File: config.mk
export PLATFORM = sky130hd
export DESIGN_NAME = uart_rx_deser_flat
export DESIGN_NICKNAME = d
export VERILOG_FILES = /design/src/rtl/uart_rx_deser_if.sv /design/src/rtl/uart_rx_deser.sv /design/src/flat_wrapper.sv
export SDC_FILE = /design/constraint.sdc
export NUM_CORES = 1
export LEC_CHECK = 0
export CORE_AREA = 2 2 73 75
export CTS_CLUSTER_DIAMETER = 50
export DETAILED_ROUTE_END_ITERATION = 8
export DIE_AREA = 0 0 75 77
export PLACE_DENSITY = 0.95
export SLEW_MARGIN = 0
export SYNTH_ARGS = -nofsm -noshare
export SYNTH_HDL_FRONTEND = slang
export SYNTH_SLANG_ARGS = --single-unit
File: constraint.sdc
create_clock -name clk -period 4.54 [get_ports clk]
set_input_delay 1.135 -clock clk [delete_from_list [all_inputs] [get_ports clk]]
set_output_delay 1.135 -clock clk [all_outputs]
set_load 0.05 [all_outputs]
File: src/rtl/uart_rx_deser_if.sv
// RX byte-buffer write port: one-cycle strobe, window address, zero-extended data,
// plus the buffer's full flag travelling back to the deserializer.
interface uart_rx_deser_if;
  logic        buf_write_o;
  logic [31:0] addr_o;
  logic [31:0] wdata_o;
  logic        rx_buffer_full_i;

  modport master (
    output buf_write_o,
    output addr_o,
    output wdata_o,
    input  rx_buffer_full_i
  );

  modport slave (
    input  buf_write_o,
    input  addr_o,
    input  wdata_o,
    output rx_buffer_full_i
  );
endinterface

File: src/rtl/uart_rx_deser.sv
// 8N1 UART receive deserializer: oversamples rx_i, recovers LSB-first bytes and
// pushes each good byte into the RX buffer, with sticky framing/overrun flags.
//
// state    | meaning
// ---------+----------------------------------------------------------
// ST_IDLE  | line idle, waiting for rx_s low
// ST_START | timing to start-bit mid-point, reject glitches
// ST_DATA  | sampling 8 data bits at bit mid-points
// ST_STOP  | sampling stop bit; write, overrun or framing error
// ST_BREAK | stop bit was low; wait for the line to return high
module uart_rx_deser #(
  parameter int          CLKS_PER_BIT = 104,
  parameter logic [31:0] BUF_ADDR     = 32'h0001_0000
) (
  input  logic               clk,
  input  logic               rst_n_i,
  input  logic               rx_i,
  input  logic               err_clr_i,
  uart_rx_deser_if.master    bus,
  output logic               busy_o,
  output logic               frame_err_o,
  output logic               overrun_o
);

  localparam logic [15:0] FULL_M1 = 16'(CLKS_PER_BIT - 1);
  localparam logic [15:0] HALF_M1 = 16'((CLKS_PER_BIT / 2) - 1);

  typedef enum logic [2:0] {
    ST_IDLE  = 3'd0,
    ST_START = 3'd1,
    ST_DATA  = 3'd2,
    ST_STOP  = 3'd3,
    ST_BREAK = 3'd4
  } state_t;

  state_t      state;
  logic [15:0] cnt;
  logic [2:0]  bit_idx;
  logic [7:0]  shreg;
  logic        rx_m;
  logic        rx_s;

  // Two-flop synchronizer; resets to the idle (high) line level.
  always_ff @(posedge clk or negedge rst_n_i) begin
    if (!rst_n_i) begin
      rx_m <= 1'b1;
      rx_s <= 1'b1;
    end else begin
      rx_m <= rx_i;
      rx_s <= rx_m;
    end
  end

  always_ff @(posedge clk or negedge rst_n_i) begin
    if (!rst_n_i) begin
      state           <= ST_IDLE;
      cnt             <= 16'd0;
      bit_idx         <= 3'd0;
      shreg           <= 8'd0;
      bus.buf_write_o <= 1'b0;
      bus.addr_o      <= 32'd0;
      bus.wdata_o     <= 32'd0;
      busy_o          <= 1'b0;
      frame_err_o     <= 1'b0;
      overrun_o       <= 1'b0;
    end else begin
      bus.buf_write_o <= 1'b0;
      bus.addr_o      <= 32'd0;

      // Clear first so a same-cycle set below takes priority.
      if (err_clr_i) begin
        frame_err_o <= 1'b0;
        overrun_o   <= 1'b0;
      end

      case (state)
        ST_IDLE: begin
          if (!rx_s) begin
            state  <= ST_START;
            cnt    <= 16'd0;
            busy_o <= 1'b1;
          end
        end

        ST_START: begin
          if (cnt == HALF_M1) begin
            cnt <= 16'd0;
            if (rx_s) begin
              state  <= ST_IDLE;
              busy_o <= 1'b0;
            end else begin
              state   <= ST_DATA;
              bit_idx <= 3'd0;
            end
          end else begin
            cnt <= cnt + 16'd1;
          end
        end

        ST_DATA: begin
          if (cnt == FULL_M1) begin
            cnt     <= 16'd0;
            shreg   <= {rx_s, shreg[7:1]};
            bit_idx <= bit_idx + 3'd1;
            if (bit_idx == 3'd7) begin
              state <= ST_STOP;
            end
          end else begin
            cnt <= cnt + 16'd1;
          end
        end

        ST_STOP: begin
          if (cnt == FULL_M1) begin
            cnt <= 16'd0;
            if (rx_s) begin
              state  <= ST_IDLE;
              busy_o <= 1'b0;
              if (!bus.rx_buffer_full_i) begin
                bus.buf_write_o <= 1'b1;
                bus.addr_o      <= BUF_ADDR;
                bus.wdata_o     <= {24'd0, shreg};
              end else begin
                overrun_o <= 1'b1;
              end
            end else begin
              state       <= ST_BREAK;
              frame_err_o <= 1'b1;
            end
          end else begin
            cnt <= cnt + 16'd1;
          end
        end

        ST_BREAK: begin
          if (rx_s) begin
            state  <= ST_IDLE;
            busy_o <= 1'b0;
          end
        end

        default: begin
          state  <= ST_IDLE;
          busy_o <= 1'b0;
        end
      endcase
    end
  end

endmodule
File: src/flat_wrapper.sv
// flat-port wrapper written by rule: the top's interface ports become plain ports
module uart_rx_deser_flat 
#(
  parameter int          CLKS_PER_BIT = 104,
  parameter logic [31:0] BUF_ADDR     = 32'h0001_0000
)
  (clk, rst_n_i, rx_i, err_clr_i, busy_o, frame_err_o, overrun_o, bus_buf_write_o, bus_addr_o, bus_wdata_o, bus_rx_buffer_full_i);
  uart_rx_deser_if bus_i ();
  input  logic clk;
  input  logic rst_n_i;
  input  logic rx_i;
  input  logic err_clr_i;
  output logic busy_o;
  output logic frame_err_o;
  output logic overrun_o;
  output wire logic [$bits(bus_i.buf_write_o)-1:0] bus_buf_write_o;
  output wire logic [$bits(bus_i.addr_o)-1:0] bus_addr_o;
  output wire logic [$bits(bus_i.wdata_o)-1:0] bus_wdata_o;
  input wire logic [$bits(bus_i.rx_buffer_full_i)-1:0] bus_rx_buffer_full_i;
  assign bus_buf_write_o = bus_i.buf_write_o;
  assign bus_addr_o = bus_i.addr_o;
  assign bus_wdata_o = bus_i.wdata_o;
  assign bus_i.rx_buffer_full_i = bus_rx_buffer_full_i;
  uart_rx_deser #(.CLKS_PER_BIT(CLKS_PER_BIT), .BUF_ADDR(BUF_ADDR)) u_core (.clk(clk), .rst_n_i(rst_n_i), .rx_i(rx_i), .err_clr_i(err_clr_i), .bus(bus_i), .busy_o(busy_o), .frame_err_o(frame_err_o), .overrun_o(overrun_o));
endmodule
==> results.toml <==
[grt]
grt.total_usage = 0.159
grt_pass1_vias = 1508
grt_max_degree = 45
grt_antenna_before_repair = 0
grt_overflow = 0
grt_pass1_wl_mm = 7.13

[setup_path]
reg2reg_depth = 6
crit_path_end_kind = "register"
worst_ep_required_time_ns = 4.73
crit_start = "u_core.cnt[0]"
arrival_ns = 3.20
cpPeakStageDelay_ns = 0.69
crit_fanout = 11
cp-start-kind = "register"
path_class = "register to register"
cpMaxStageDelayCell = "a22oi_1"
r2r-end = "u_core.cnt[6]"
reg2reg_slack_ns = 1.52
r2r_start = "u_core.cnt[0]"
path_cells = "ha_1, or3b_2, or4_1, a22oi_1, o21ai_0, a22o_1"

[finish]
n_fill_cell = 426
final_common_cell = "conb_1"
area_growth_pct = 4.32
n_antenna_cell = 0
drive_above_1_share = 0.125
finalNonFillerCells = 333
fin_nets = 270
fin_util = 0.522
layout_common_cells = "conb_1 (55), dfrtp_1 (42), mux2_2 (17), clkdlybuf4s50_1 (16), nand2_1 (15)"

[yosys]
ys.flop_type = "dfrtp_1"
async_reset_ff_frac = 1.00
synthesis.area_um2 = 2490
syn_inst = 248
yosysTopAreaCell = "dfrtp_1"
ys_warn_count = 0
synth-edff-count = 0
synth.area.top_cells = "dfrtp_1 (42%), buf_4 (17%), mux2_2 (7.7%), a21oi_1 (2.6%), nand2_1 (2.3%)"
synth_cell_types = 41
netlist.area_leader.share = 0.422
avgSynthCellArea_um2 = 10.0
ys_ff_latch = 44
yosysSeqAreaShare = 0.443

[min_path]
min_path_cells = 0
worstHoldStart = "u_core.rx_m"
hp-class = "register to register"
whs_endpoint = "u_core.rx_s"

[routing]
wl_per_cell_um = 13.3
routed_wl_mm = 4.43
drc_errors = 0
drtIter0Drc = 163
first_pass_iters = 7
vias_per_cell = 5.09
ant_nets = 0
via_count = 1696

[die]
core_region_area_um2 = 4980
die_x_um = 75
io_pins = 73
fp.dieArea_um2 = 5780
rows = 26
die_y_um = 77
initial_core_util = 0.500

[clock_network]
cts-htree-levels = 2
clock_latency_ns = 0.29
root_buffer = "clkbuf_8"
numCtsBuffers = 5
clkSinkCount = 44
cts_setup_buffers = 0
cts_tree = "done"
cts.repair.resized = 0
hold_buffers = 0
clk_pin_slew_ns = 0.08
cts.path.max_buffers = 2

[power_and_ir_drop]
ir_drop_uv = 148
p_leak_nw = 1.29
powerDensity_nw_per_um2 = 314

[sta]
period_needed_ns = 3.02
fin_crit_sh = 0.664
finalSetupViolations = 0
hold_viol = 0
worst_pin_slew_ns = 0.937
skew_ns = 0.00591
relSlewSlack = 0.375
drv_slew = 0
holdWs_ns = 0.367
clock.fmax_mhz = 332
tns_ns = 0
rsz0062_at_grt = "false"
fin_ws_ns = 1.52

[flow_run]
maxCapViolations = 0

[status]
outcome = "completed"

[place]
gp_congestion = 0.798
numPortBuffers = 17
dpl.cell_count = 325
dp_hpwl_mm = 3.16
place_ws_ns = 1.53
worst max-delay path by stage:
stage                 endpoint  slack [ns]  cells after the start
2_1_floorplan    u_core.cnt[2]        2.03                      8
3_3_place_gp   u_core.shreg[5]        1.68                      5
3_5_place_dp   u_core.shreg[1]        1.53                      5
4_1_cts        u_core.shreg[1]        1.54                      5
5_1_grt          u_core.cnt[6]        1.38                      6
6_report         u_core.cnt[6]        1.52                      6
metal layers:
| metal | vias up | track usage | part of all wire |
|---|---|---|---|
| li1 | 785 | - | - |
| met1 | 825 | 0.211 | 0.40 |
| met2 | 78 | 0.255 | 0.52 |
| met3 | 8 | 0.0237 | 0.060 |
| met4 | 0 | 0.0679 | 0.017 |
| met5 | - | 0 | 0 |
final cells by class:
type / instances / area, um2 / share of cell area
clock inverter: 2 / 38.8 / 0.0149
inverter: 8 / 30.0 / 0.0116
sequential: 44 / 1100 / 0.425
tap: 70 / 87.6 / 0.0337
multi-input combinational: 186 / 1090 / 0.419
clock buffer: 6 / 82.6 / 0.0318
timing repair buffer: 17 / 165 / 0.0636
cell usage after synthesis (4+ instances only):
library cell / number
a21oi_1: 13
or3_1: 4
mux2_2: 17
a22o_1: 6
nor3_1: 5
dfrtp_1: 42
nand3_1: 5
a31oi_1: 6
buf_4: 56
nand2_1: 15
nor2_1: 11
o21ai_0: 10
inv_1: 8
cell families after synthesis:
group	count (synthesis)	synth area share
simple gates	63	0.137
fa+ha+maj	3	0.0151
flops	44	0.443
mux	17	0.0769
compound gates	45	0.115
xor+xnor	3	0.0106
other cells	1	0.00151
buf+inv	72	0.201
stage by stage:
stage	cell area, um2	power [mW]
after floorplan	2690	0.539
final	2600	0.816
after detailed placement	2470	0.512
after global placement	2470	0.512
after global routing	2600	0.842
after CTS	2600	0.818
critical path, delay by kind of cell, from the launching register on:
family	cells	cell delay, ns
flops	1	0.41
fa+ha+maj	1	0.23
simple gates	2	1.11
compound gates	3	1.17
where the power goes:
part	leakage (nW)	internal [mW]	switching (mW)	total (mW)
clock	0.0614	0.180	0.131	0.311
sequential	0.588	0.393	0.00170	0.395
combinational	0.638	0.00318	0.107	0.110
total	1.29	0.576	0.240	0.816
registers in the layout (all words and copies together) (netlist names), 3 cells and up:
signal              count
u_core.bit_idx          3
u_core.bus.wdata_o      8
u_core.cnt             16
u_core.shreg            8
u_core.state            3
(Power assumes the default switching activity.)
